File: src/rtl/puf_pkg.sv
// Shared types and default widths for the ring-oscillator PUF verifier.
package puf_pkg;

  localparam int CHAL_W_DEF = 5;
  localparam int RESP_W_DEF = 8;

  typedef enum logic [2:0] {
    IDLE,
    CLEAR,
    MEASURE,
    SETTLE,
    COMPARE,
    FINISH
  } state_e;

endpackage

File: src/rtl/puf_hd_popcount.sv
// Combinational Hamming distance between a captured PUF response and its reference.
module puf_hd_popcount #(
  parameter int RESP_W = 8,
  parameter int POP_W  = $clog2(RESP_W + 1)
) (
  input  logic [RESP_W-1:0] resp,
  input  logic [RESP_W-1:0] expected,
  output logic [POP_W-1:0]  distance
);

  logic [RESP_W-1:0] diff;

  assign diff = resp ^ expected;

  // NOTE: combinational blocks use blocking '=' and assign a default first so no latch is inferred.
  always_comb begin
    distance = '0;
    for (int i = 0; i < RESP_W; i++) begin
      distance = distance + POP_W'(diff[i]);
    end
  end

endmodule

File: src/rtl/puf_auth_verifier.sv
// PUF verifier: sequences challenges, times measurement windows, and scores responses
// against the enrolled references by total Hamming distance.
module puf_auth_verifier
  import puf_pkg::*;
#(
  parameter int N_CHAL    = 8,
  parameter int CHAL_W    = CHAL_W_DEF,
  parameter int RESP_W    = RESP_W_DEF,
  parameter int WINDOW    = 16,
  parameter int HD_THRESH = 6,
  parameter int HD_W      = $clog2(N_CHAL * RESP_W + 1),
  parameter int IDX_W     = $clog2(N_CHAL)
) (
  input  logic              clk,
  input  logic              reset,
  input  logic              enroll_we,
  input  logic [IDX_W-1:0]  enroll_idx,
  input  logic [RESP_W-1:0] enroll_data,
  input  logic              start,
  input  logic [CHAL_W-1:0] chal_seed,
  output logic [CHAL_W-1:0] puf_challenge,
  output logic              puf_en,
  output logic              puf_clr,
  input  logic [RESP_W-1:0] puf_response,
  output logic              busy,
  output logic              done,
  output logic              pass,
  output logic [HD_W-1:0]   hd_total
);

  localparam int POP_W      = $clog2(RESP_W + 1);
  localparam int SETTLE_CYC = 3;
  localparam int CNT_MAX    = (WINDOW > SETTLE_CYC) ? WINDOW : SETTLE_CYC;
  localparam int CNT_W      = $clog2(CNT_MAX);

  state_e            state;
  logic [CHAL_W-1:0] seed;
  logic [IDX_W-1:0]  idx;
  logic [CNT_W-1:0]  cnt;
  logic [HD_W-1:0]   hd_acc;
  logic [RESP_W-1:0] resp_sync1;
  logic [RESP_W-1:0] resp_sync2;
  logic [RESP_W-1:0] resp_q;
  logic [RESP_W-1:0] ref_mem [N_CHAL];
  logic [POP_W-1:0]  hd_step;
  logic              accept_ok;

  // Outputs trail the state by one register stage, so busy also covers the cycle after FINISH.
  assign accept_ok = (state == IDLE) && !busy;

  // NOTE: the reference store is reset explicitly because a reset must discard enrolled data.
  always_ff @(posedge clk or posedge reset) begin
    if (reset) begin
      for (int i = 0; i < N_CHAL; i++) begin
        ref_mem[i] <= '0;
      end
    end else if (accept_ok && enroll_we) begin
      ref_mem[enroll_idx] <= enroll_data;
    end
  end

  // puf_response comes from free-running oscillator counters, hence the two-flop synchronizer.
  always_ff @(posedge clk or posedge reset) begin
    if (reset) begin
      resp_sync1 <= '0;
      resp_sync2 <= '0;
    end else begin
      resp_sync1 <= puf_response;
      resp_sync2 <= resp_sync1;
    end
  end

  puf_hd_popcount #(
    .RESP_W(RESP_W),
    .POP_W (POP_W)
  ) u_popcount (
    .resp    (resp_q),
    .expected(ref_mem[idx]),
    .distance(hd_step)
  );

  // NOTE: sequential state uses non-blocking '<=' so every register samples pre-edge values.
  always_ff @(posedge clk or posedge reset) begin
    if (reset) begin
      state         <= IDLE;
      seed          <= '0;
      idx           <= '0;
      cnt           <= '0;
      hd_acc        <= '0;
      resp_q        <= '0;
      puf_challenge <= '0;
      puf_en        <= 1'b0;
      puf_clr       <= 1'b0;
      busy          <= 1'b0;
      done          <= 1'b0;
      pass          <= 1'b0;
      hd_total      <= '0;
    end else begin
      puf_clr       <= (state == CLEAR);
      puf_en        <= (state == MEASURE);
      busy          <= (state != IDLE);
      done          <= (state == FINISH);
      puf_challenge <= (state == IDLE || state == FINISH) ? '0 : seed + CHAL_W'(idx);

      case (state)
        IDLE: begin
          if (start && accept_ok) begin
            seed     <= chal_seed;
            idx      <= '0;
            hd_acc   <= '0;
            pass     <= 1'b0;
            hd_total <= '0;
            state    <= CLEAR;
          end
        end
        CLEAR: begin
          cnt   <= CNT_W'(WINDOW - 1);
          state <= MEASURE;
        end
        MEASURE: begin
          // One down-counter times both the measurement window and the settle interval.
          if (cnt == '0) begin
            cnt   <= CNT_W'(SETTLE_CYC - 1);
            state <= SETTLE;
          end else begin
            cnt <= cnt - 1'b1;
          end
        end
        SETTLE: begin
          if (cnt == '0) begin
            resp_q <= resp_sync2;
            state  <= COMPARE;
          end else begin
            cnt <= cnt - 1'b1;
          end
        end
        COMPARE: begin
          hd_acc <= hd_acc + HD_W'(hd_step);
          if (idx == IDX_W'(N_CHAL - 1)) begin
            state <= FINISH;
          end else begin
            idx   <= idx + 1'b1;
            state <= CLEAR;
          end
        end
        FINISH: begin
          pass     <= (hd_acc <= HD_W'(HD_THRESH));
          hd_total <= hd_acc;
          state    <= IDLE;
        end
        default: state <= IDLE;
      endcase
    end
  end

endmodule
File: config.mk
export PLATFORM = sky130hd
export DESIGN_NAME = puf_auth_verifier
export DESIGN_NICKNAME = d
export VERILOG_FILES = /design/src/rtl/puf_pkg.sv /design/src/rtl/puf_hd_popcount.sv /design/src/rtl/puf_auth_verifier.sv
export SDC_FILE = /design/constraint.sdc
export NUM_CORES = 1
export LEC_CHECK = 0
export BUFFER_PORTS_ARGS = -buffer_cell sky130_fd_sc_hd__buf_4
export CAP_MARGIN = 20
export CORE_MARGIN = 10
export CORE_UTILIZATION = 54
export DETAILED_ROUTE_END_ITERATION = 7
export PLACE_DENSITY_LB_ADDON = 0.15
export SKIP_LAST_GASP = 1
export SYNTH_ARGS = -nofsm -noshare
export SYNTH_HDL_FRONTEND = slang
export SYNTH_HIERARCHICAL = 1
export SYNTH_SLANG_ARGS = --single-unit
File: constraint.sdc
create_clock -name clk -period 4.46 [get_ports clk]
set_input_delay 0.892 -clock clk [delete_from_list [all_inputs] [get_ports clk]]
set_output_delay 0.892 -clock clk [all_outputs]
set_load 0.01 [all_outputs]
# ---- After elaboration in Yosys (flattened, before gate mapping)
# Cells that the tools add are included.
dict set report totals {
  elab_cells 94
  regBits 127
  inputBits 28
  out_inout_bits 17
}
dict set report classes {
  muxes 23
  magnitude_cmp 4
  n_addsub 11
  bitwise 3
  n_reduce_logical 19
  n_eq_ne 11
}
# op n
set op_table {}
lappend op_table {{$bwmux W64} 1}
lappend op_table {{$pmux W7 S2} 2}
lappend op_table {{$add A4 B1 Y4} 6}
lappend op_table {{$bmux W8 S3} 1}
lappend op_table {{$demux W8 S3} 1}
lappend op_table {{$mux W8} 3}
lappend op_table {{$mux W3} 6}
lappend op_table {{$pmux W3 S5} 1}
lappend op_table {{$pmux W4 S3} 1}
lappend op_table {{$reduce_and A2 Y1} 5}
lappend op_table {{$eq A3 B3 Y1 const B} 3}
lappend op_table {{$ge A4 B4 Y1 const B} 2}
lappend op_table {{$mux W4} 2}
lappend op_table {{$not A3 Y4} 2}
lappend op_table {{$xor A8 B8 Y8} 1}
lappend op_table {{$add A7 B4 Y7} 1}
lappend op_table {{$le A7 B3 Y1 const B} 1}
lappend op_table {{$mux W7} 1}
lappend op_table {{$eq A3 B2 Y1 const B} 2}
lappend op_table {{$ne A2 B2 Y1 const B} 3}
lappend op_table {{$pmux W3 S2} 1}
lappend op_table {{$reduce_and A3 Y1} 2}
lappend op_table {{$reduce_bool A3 Y1} 2}
lappend op_table {{$add A5 B3 Y5} 1}
lappend op_table {{15 further kinds} 20}

# ---- Depth between registers and ports, before layout
# Gate-level depths: netlist of run 1.
dict set report logic_depth {
  ltp_word 14
  mapped_depth 18
  mapped_depth_nobuf 16
}

# ---- Cells and area by module
# The synthesis of run 1 kept the hierarchy.
# mod area_per_inst_um2 seq_area_each_um2 n_inst cells_each
set by_module_without_submodules {}
lappend by_module_without_submodules {puf_auth_verifier 5500.3 3178.0 1 389}
lappend by_module_without_submodules {puf_hd_popcount 234.0 0.0 1 25}

# ---- Worst setup path before layout of run 1
# No wires, ideal clock.
dict set report synth_timing {
  path_kind {register to register}
  start {register idx[0]}
  end {register hd_acc[5]}
  required_ns 4.381
  n_path_buf 2
  t_arrival_ns 4.686
  setup_ns 0.079
  slack_ns -0.305
  synth_period_minus_slack_ns 4.765
  path_stages_with_launch 19
  cell_sequence {dfrtp_1 > buf_2 > buf_2 > mux4_2 > mux2_2 > xor2_1 > fa_1 > inv_1 > fa_1 > inv_1 > ha_1 > inv_1 > fa_1 > inv_1 > ha_1 > a211oi_1 > nor3b_1 > o211ai_1 > mux2i_1}
}
dict set report synth_between {
  elab_chain_len 14
}
# element line
set synth_lines {}
lappend synth_lines {{start, declared} puf_auth_verifier.sv:38} ;# logic [IDX_W-1:0] idx;
lappend synth_lines {{start signal, assigned} puf_auth_verifier.sv:142} ;# idx <= idx + 1'b1;
lappend synth_lines {{$not A3 Y4 (not written as such) (*)} puf_auth_verifier.sv:78} ;# .expected(ref_mem[idx]),
lappend synth_lines {{$bmux W8 S3 (*)} puf_auth_verifier.sv:78}
lappend synth_lines {{$mux W8 (not written as such) (*) (2 in a row)} puf_auth_verifier.sv:78}
lappend synth_lines {{$xor A8 B8 Y8 (*)} puf_hd_popcount.sv:13} ;# assign diff = resp ^ expected;
lappend synth_lines {{$add A1 B1 Y2} puf_hd_popcount.sv:19} ;# distance = distance + POP_W'(diff[i]);
lappend synth_lines {{$add A4 B1 Y4 (5 in a row)} puf_hd_popcount.sv:19}
lappend synth_lines {{$add A4 B1 Y4 (*)} puf_hd_popcount.sv:19}
lappend synth_lines {{via hd_step[1]} puf_auth_verifier.sv:45} ;# logic [POP_W-1:0] hd_step;
lappend synth_lines {{$add A7 B4 Y7 (*)} puf_auth_verifier.sv:138} ;# hd_acc <= hd_acc + HD_W'(hd_step);
lappend synth_lines {{$pmux W7 S2 (*)} puf_auth_verifier.sv:105} ;# case (state)
lappend synth_lines {{end signal, assigned} puf_auth_verifier.sv:138}
lappend synth_lines {{end, declared} puf_auth_verifier.sv:40} ;# logic [HD_W-1:0] hd_acc;
# Mark *: on every way through the listed nets, which the timed path passes. The rest lies on a longest branch. The select of a mux whose other input is x is not followed.
# A chain may end at the register's enable or synchronous reset.

# ---- Worst setup path in the final report of run 1
# Same ends and word-level chain as after synthesis.

==> impl_metrics.json, run 1 <==
{
  "clock_insertion_delay_worst_skew_ps": 510,
  "netlist_top_cells_area": "sky130_fd_sc_hd__dfrtp_1 (55%), sky130_fd_sc_hd__mux2_2 (17%), sky130_fd_sc_hd__mux4_2 (6.3%), sky130_fd_sc_hd__ha_1 (3.1%), sky130_fd_sc_hd__nand2_1 (2.4%)",
  "area_share_of_and_or_nand_nor_cells_after_synthesis_pct": 8.161,
  "port-buffer-count": 44,
  "synth_top_family_by_area": "multiplexers",
  "antenna_violating_nets_left": 0,
  "htree_num_levels": 4,
  "critPathArrivalTime_ps": 4900,
  "critPathSlowestCell": "sky130_fd_sc_hd__fa_1",
  "cp-end-kind": "flip-flop",
  "number_of_antenna_repair_diodes": 0,
  "count_of_different_cell_masters_after_synthesis": 46,
  "rsz_0062_raised_after_global_routing": "true",
  "yosys_register_bits": 127,
  "power.net_switching_uw": 729.3,
  "finish.utilization_pct": 67.82,
  "global_routing_usage_summed_across_all_routing_layers_pct": 16.29,
  "synth_top_area_share_pct": 55.42,
  "area_delta_synth_final_pct": 22.10,
  "switching_share_of_total_power_pct": 25.53,
  "multi_input_comb_area_um2": 2589,
  "routed-via-count": 3438,
  "layout.cells.most_common": "sky130_fd_sc_hd__dfrtp_1",
  "rr_worst_depth": 16,
  "netlist_area_um2": 5734,
  "min_path_type": "flip-flop to flip-flop",
  "worstSetupPathType": "flip-flop to flip-flop",
  "cts_hold_buf": 0,
  "pin_count_of_the_biggest_net_entering_global_routing": 72,
  "drt_drc_violations_left": 0,
  "worst_path_most_repeated_cell": "sky130_fd_sc_hd__inv_2",
  "worstPathBufferInverterCount": 4,
  "i_o_pin_count": 45,
  "num_rows": 37,
  "hold_path_startpoint": "resp_sync1[7]",
  "drt_pre_antenna_iters": 4,
  "worst_hold_path.num_cells": 0,
  "routedWlPerCell_um": 18.25,
  "drt_first_iter_violations": 254,
  "route.detailed.vias_per_inst": 5.466,
  "outcome": "finished, violations left",
  "final-seq-area_um2": 3179,
  "placement_setup_slack_ps": -75.59,
  "cell_type_group_with_the_largest_total_delay_on_the_critical_path": "adder cells",
  "route.final.wire_length_um": 11480,
  "routability_congestion_estimate": 0.8026,
  "p_seq_share_pct": 43.5,
  "fillers": 724,
  "cts.reportedPaths.clkPinSlew_ps": 60,
  "cp-start-kind": "flip-flop",
  "holdWs_ps": 342.5,
  "synth_top_cell_by_area": "sky130_fd_sc_hd__dfrtp_1",
  "clkPwrFrac_pct": 43.1,
  "grt_first_pass_wirelength_um": 19200,
  "initial_core_util_pct": 55.54,
  "worst_pin_slew_ps": 1025,
  "num-nets-final": 528,
  "synth_mux_area_share_pct": 23.70,
  "drv_slew": 0,
  "final_min_period_over_clock_period_pct": 100.3,
  "crit_path_cell_trace": "clkbuf_16 > mux4_2 > mux2_4 > xnor2_2 > fa_1 > fa_1 > inv_2 > ha_4 > inv_2 > fa_2 > inv_2 > ha_4 > a211oi_4 > nor3b_2 > o211ai_1 > mux2i_1",
  "yosys.area_share.adder_pct": 5.149,
  "dp_hpwl_um": 7641,
  "timing.max_slew.rel_slack_pct": 30.72,
  "max_stage_delay_ps": 560,
  "final_cell_mix": "sky130_fd_sc_hd__dfrtp_1 (126), sky130_fd_sc_hd__mux2_2 (81), sky130_fd_sc_hd__buf_4 (56)",
  "ys.flop_type": "sky130_fd_sc_hd__dfrtp_1",
  "synth_xor_xnor_area_share_pct": 2.291,
  "leakagePower_uw": 0.003352,
  "numCtsBuffers": 17,
  "fmaxAchievable_mhz": 223.5,
  "synthesis.yosys.warnings": 6,
  "power.ir.vdd_worst_mv": 0.2459,
  "clockBufferDepth": 2,
  "number_of_global_route_vias_before_repair": 3732,
  "reg2reg_from": "idx[0]",
  "critical_path_rt_ps": 4890,
  "failed_checks": "negative setup slack",
  "placeableCoreArea_um2": 10320,
  "startpoint": "idx[0]",
  "power.combinational.fraction_pct": 13.4,
  "pwr_density_cell_nw_per_um2": 407.9,
  "overflow": 0,
  "sequential_element_share_of_the_synthesized_area_pct": 55.42,
  "finalClockSkew_ps": 9.504,
  "timing.final.hold_violations": 0,
  "cp_num_cells": 16,
  "finalCriticalPeriod_ps": 4475,
  "clk_sink_count": 127,
  "clock-root-buffer": "sky130_fd_sc_hd__clkbuf_8",
  "synthArstFlopShare_pct": 100.0,
  "synth_area_per_cell_um2": 13.85,
  "layout-drive-gt1-share_pct": 44.22,
  "synthesis.nets": 462,
  "setup_violations": 1,
  "tritoncts": "yes",
  "antenna_found_initial": 0,
  "path_max_fanout": 4,
  "final_critical_path_setup_slack_ps": -14.55,
  "synth_instances": 414,
  "synth_enable_flop_cells": 0,
  "fp.dieArea_um2": 15140,
  "die_x_extent_um": 123.1,
  "synth_compound_gate_area_share_pct": 3.491,
  "p_int_uw": 2127,
  "maxCapViolCount": 0,
  "die_height_um": 123.1
}
## power groups by stage
stage	Clock, µW	Combinational, µW	Sequential (µW)
after floorplan	0	201	1250
after global placement	0	281	1260
after detailed placement	0	284	1260
after CTS	1250	352	1240
after global routing	1310	419	1250
final	1230	382	1240
## registers in the layout, indices dropped and copies added (netlist names)
name and cells:
ref_mem 64, resp_q 8, resp_sync1 8, resp_sync2 8, hd_acc 7, hd_total 7, puf_challenge 5, seed 5
cnt 4, idx 3, state 3, busy 1, done 1, pass 1, puf_clr 1, puf_en 1
## cell usage after synthesis (2+ instances only)
cell                       number
sky130_fd_sc_hd__mux2_2        86
sky130_fd_sc_hd__o21ai_0       18
sky130_fd_sc_hd__fa_1           6
sky130_fd_sc_hd__a21oi_1        8
sky130_fd_sc_hd__xnor2_1        9
sky130_fd_sc_hd__nand3_1        5
sky130_fd_sc_hd__nor4_1         2
sky130_fd_sc_hd__nor3b_1        2
sky130_fd_sc_hd__ha_1          14
sky130_fd_sc_hd__mux2i_1        3
sky130_fd_sc_hd__clkbuf_1       5
sky130_fd_sc_hd__nor2b_1        7
sky130_fd_sc_hd__mux4_2        16
sky130_fd_sc_hd__nand4_1        2
sky130_fd_sc_hd__buf_1          3
sky130_fd_sc_hd__dfrtp_1      127
sky130_fd_sc_hd__inv_1         13
sky130_fd_sc_hd__nor2_1        13
sky130_fd_sc_hd__a21o_1         2
sky130_fd_sc_hd__buf_2          4
sky130_fd_sc_hd__nand4b_1       2
sky130_fd_sc_hd__nand2_1       37
sky130_fd_sc_hd__nor3_1         2
sky130_fd_sc_hd__xor2_1         6
## per-layer routing
layer,part of all wire (%),track usage (%),up-vias
li1,-,-,1619
met2,52,26.51,61
met3,4.1,4.740,10
met5,0,0,-
met1,43,20.53,1748
met4,1.4,5.531,0
## stage by stage
stage	std cells	TNS, ps	total power [µW]	instance area [µm²]
after global routing	629	-405.4	2984	7002
after global placement	593	0	1543	6330
after floorplan	414	0	1450	5801
after CTS	628	-8.859	2845	6968
final	629	-14.55	2856	7002
after detailed placement	593	-75.59	1546	6330
## logic make-up after synthesis
kind of cell / after synthesis
flip-flops: 127
AND/OR/NAND/NOR: 86
buffers and inverters: 26
AO/OA/AOI/OAI: 35
XOR/XNOR: 15
multiplexers: 105
adder cells (fa/ha/maj): 20
## worst reg2reg max path, stage by stage, from the launching register on
cell and delay [ps]:
sky130_fd_sc_hd__dfrtp_2 450, sky130_fd_sc_hd__clkbuf_16 180, sky130_fd_sc_hd__mux4_2 490, sky130_fd_sc_hd__mux2_4 310, sky130_fd_sc_hd__xnor2_2 150, sky130_fd_sc_hd__fa_1 560
sky130_fd_sc_hd__fa_1 420, sky130_fd_sc_hd__inv_2 90, sky130_fd_sc_hd__ha_4 140, sky130_fd_sc_hd__inv_2 40, sky130_fd_sc_hd__fa_2 530, sky130_fd_sc_hd__inv_2 60
sky130_fd_sc_hd__ha_4 210, sky130_fd_sc_hd__a211oi_4 260, sky130_fd_sc_hd__nor3b_2 80, sky130_fd_sc_hd__o211ai_1 220, sky130_fd_sc_hd__mux2i_1 200
## path summary, 6_finish.rpt
check | to | slack [ps]
min in group asynchronous | ref_mem[46] | 560
worst min register to register | resp_sync2[7] | 340
worst max-delay path | hd_acc[5] | -10
worst max register to register | hd_acc[5] | -10
max in group asynchronous | idx[1] | 2970
worst min-delay path | resp_sync2[7] | 340
## final cells by class
class	instances	share of cell area, %
Sequential cell	127	45.41
Tap cell	136	2.430
Clock inverter	11	1.322
Multi-Input combinational cell	261	36.97
Clock buffer	21	6.272
Timing Repair Buffer	59	6.808
Inverter	14	0.7863
## timing repair
item | 4_1_cts | 5_1_grt
resized for setup | 16 | 7
setup endpoints to repair | 4 | 5
cloned | 1 | 0
setup buffers | 2 | 1
pin swaps | 12 | 8
Note: power is estimated with default switching activity, not from simulation.
==> run 2, diff against run 1 <==
--- a/config.mk
+++ b/config.mk
@@ -14,5 +14,4 @@
 export SKIP_LAST_GASP = 1
 export SYNTH_ARGS = -nofsm -noshare
 export SYNTH_HDL_FRONTEND = slang
-export SYNTH_HIERARCHICAL = 1
 export SYNTH_SLANG_ARGS = --single-unit
==> run 2 against run 1 <==
- the flow still finishes with violations (negative setup slack)
- power is 0.70% lower
- clock-buffer cell count decreased by 2
- non-clock buffer count rose by 4
- critical path type unchanged
- highest routed layer unchanged
==> impl_metrics.json, run 2 <==
{
  "pin_count_of_the_biggest_net_entering_global_routing": 82,
  "i_o_pin_count": 45,
  "placeableCoreArea_um2": 10420,
  "number_of_antenna_repair_diodes": 0,
  "num-nets-final": 542,
  "cts_hold_buf": 0,
  "post_synth_most_frequent_cells": "sky130_fd_sc_hd__dfrtp_1 (127), sky130_fd_sc_hd__mux2_2 (67), sky130_fd_sc_hd__mux2i_1 (35), sky130_fd_sc_hd__nand2_1 (30), sky130_fd_sc_hd__o21ai_0 (17)",
  "overall_power_uw": 2836,
  "layout.cell_area.non_filler_um2": 6982,
  "port-buffer-count": 44,
  "numCtsBuffers": 17,
  "drt_drc_violations_left": 0,
  "critical_path_rt_ps": 4920,
  "synth_area_per_cell_um2": 13.51,
  "timing.reg2reg.setup_slack_ps": -240,
  "leakagePower_uw": 0.003431,
  "path_max_fanout": 6,
  "grt_first_pass_wirelength_um": 19260,
  "pwr_density_cell_nw_per_um2": 406.3,
  "finalSetupTns_ps": -608.6,
  "final-instance-count-excl-fill": 640,
  "fillers": 771,
  "initial_core_util_pct": 56.05,
  "route.detailed.vias_per_inst": 5.528,
  "htree_num_levels": 4,
  "reg2reg_from": "idx[0]",
  "drt_first_iter_violations": 226,
  "min_path_type": "flip-flop to flip-flop",
  "routedWlPerCell_um": 18.28,
  "power.ir.vdd_worst_mv": 0.2752,
  "rsz_0062_raised_after_global_routing": "true",
  "placed_cell_area_um2": 6386,
  "clock-root-buffer": "sky130_fd_sc_hd__clkbuf_8",
  "routed-via-count": 3538,
  "routability_congestion_estimate": 0.8325,
  "cell_total_after_placement": 608,
  "sequential_element_share_of_the_synthesized_area_pct": 54.44,
  "timing.max_slew.rel_slack_pct": 37.70,
  "synthesis.yosys.warnings": 0,
  "final_cell_mix": "sky130_fd_sc_hd__dfrtp_1 (127), sky130_fd_sc_hd__mux2_2 (67), sky130_fd_sc_hd__buf_4 (60)",
  "netlist_area_um2": 5838,
  "synth_instances": 432,
  "synth_top_area_share_pct": 54.44,
  "failed_checks": "negative setup slack",
  "worst_pin_slew_ps": 931.1,
  "rr_worst_depth": 16,
  "die_height_um": 124.0,
  "final_critical_path_setup_slack_ps": -238.7,
  "area_delta_synth_final_pct": 19.59,
  "route.final.wire_length_um": 11700,
  "synthesis.nets": 481,
  "timing.final.hold_violations": 0,
  "synthArstFlopShare_pct": 100.0,
  "antenna_violating_nets_left": 0,
  "clk_sink_count": 127,
  "finalClockSkew_ps": 7.029,
  "layout-drive-gt1-share_pct": 37.30,
  "startpoint": "idx[0]",
  "tritoncts": "yes",
  "cp-end-kind": "flip-flop",
  "overflow": 0,
  "clockBufferDepth": 2,
  "outcome": "finished, violations left",
  "clock_insertion_delay_worst_skew_ps": 540,
  "holdWs_ps": 342.2,
  "fmaxAchievable_mhz": 212.8,
  "worstSetupPathType": "flip-flop to flip-flop",
  "maxCapViolCount": 0,
  "cp-start-kind": "flip-flop",
  "dp_hpwl_um": 7980,
  "antenna_found_initial": 0,
  "largest_register_ff_count": 64,
  "number_of_global_route_vias_before_repair": 3722,
  "drt_pre_antenna_iters": 4,
  "cts.reportedPaths.clkPinSlew_ps": 60,
  "setup_violations": 4,
  "ys.flop_type": "sky130_fd_sc_hd__dfrtp_1",
  "die_x_extent_um": 124.0,
  "netlist_top_cells_area": "sky130_fd_sc_hd__dfrtp_1 (54%), sky130_fd_sc_hd__mux2_2 (13%), sky130_fd_sc_hd__mux2i_1 (6.0%), sky130_fd_sc_hd__ha_1 (3.2%), sky130_fd_sc_hd__mux4_2 (3.1%)",
  "worstReg2RegEnd": "hd_acc[6]",
  "synth.most_common_cell": "sky130_fd_sc_hd__dfrtp_1",
  "drv_slew": 0,
  "largest-register": "ref_mem",
  "layout.cells.most_common": "sky130_fd_sc_hd__dfrtp_1",
  "num_rows": 37,
  "synth_top_cell_by_area": "sky130_fd_sc_hd__dfrtp_1",
  "synth_enable_flop_cells": 0,
  "critPathCapture": "hd_acc[6]",
  "final_min_period_over_clock_period_pct": 105.4,
  "count_of_different_cell_masters_after_synthesis": 43,
  "critPathArrivalTime_ps": 5160,
  "fp.dieArea_um2": 15370,
  "finalCriticalPeriod_ps": 4699,
  "global_routing_usage_summed_across_all_routing_layers_pct": 16.79,
  "yosys_register_bits": 127
}
-- run 2: cell types whose count changed after synthesis, sizes merged, moves of 3 or more --
cell and change:
a21o +4, a21oi -3, buf +4, clkbuf +5, inv -5, mux2 -8, mux2i +32, mux4 -8
nand2 -7, or3b +4
-- run 2: cells by family after synthesis --
logic type      count (synthesis)  synth area share [%]
simple gates                   82                 7.351
flops                         127                 54.44
compound gates                 38                 3.943
fa+ha+maj                      21                 5.272
xor+xnor                       14                 2.100
mux                           121                 24.65
buf+inv                        29                 2.250
-- run 2: metrics by stage --
stage	utilization, %	setup slack (ps)
after detailed placement	61.31	-214.2
after global placement	61.31	-114.4
after CTS	66.50	-216.3
after global routing	67.03	-398.4
after floorplan	-	-164.3
final	67.03	-238.7
-- run 2: how the worst min path moves through the flow --
stage / start / end / slack, ps / cells after the start
after detailed placement: resp_sync1[3] / resp_sync2[3] / 330 / 0
after CTS: resp_sync1[4] / resp_sync2[4] / 350 / 0
final: resp_sync1[4] / resp_sync2[4] / 340 / 0
after global placement: resp_sync1[2] / resp_sync2[2] / 330 / 0
after global routing: resp_sync1[6] / resp_sync2[6] / 350 / 0
after floorplan: resp_sync1[0] / resp_sync2[0] / 330 / 0
-- run 2: critical path: stages (launching register included) --
cell,delay (ps)
sky130_fd_sc_hd__dfrtp_1,400
sky130_fd_sc_hd__buf_6,150
sky130_fd_sc_hd__mux2i_1,130
sky130_fd_sc_hd__mux4_2,500
sky130_fd_sc_hd__xnor2_2,150
sky130_fd_sc_hd__ha_1,300
sky130_fd_sc_hd__fa_1,530
sky130_fd_sc_hd__inv_1,50
sky130_fd_sc_hd__fa_1,460
sky130_fd_sc_hd__fa_2,370
sky130_fd_sc_hd__fa_1,520
sky130_fd_sc_hd__inv_2,70
sky130_fd_sc_hd__fa_2,340
sky130_fd_sc_hd__a21o_1,170
sky130_fd_sc_hd__a21oi_2,170
sky130_fd_sc_hd__nand4b_1,150
sky130_fd_sc_hd__mux2i_1,190
-- run 2: repair_timing --
item                       in CTS  in global routing
buffers inserted                1                  0
setup endpoints to repair       5                  5
pin swaps                       3                  0
resized for setup               4                  4
-- run 2: final cells by class --
cell class | count | area [µm²] | area share, %
multi-input combinational | 276 | 2582 | 36.99
clock inverter | 11 | 96.34 | 1.380
timing repair buffer | 63 | 500.5 | 7.168
inverter | 8 | 32.53 | 0.4659
sequential | 127 | 3178 | 45.52
tap | 136 | 170.2 | 2.437
clock buffer | 19 | 421.7 | 6.039
-- run 2: layer usage --
metal / global-route usage [%] / routed length [µm] / up-vias
met5: 0 / 0 / -
li1: - / - / 1657
met2: 27.91 / 5981 / 64
met1: 19.30 / 4911 / 1794
met3: 5.294 / 563 / 23
met4: 8.273 / 240 / 0
-- run 2: where the power goes --
part | switching [µW] | internal, µW | leakage (µW) | total [µW]
combinational | 172 | 201 | 0.00155 | 373
clock | 486 | 727 | 0.000253 | 1210
sequential | 55.1 | 1200 | 0.00163 | 1250
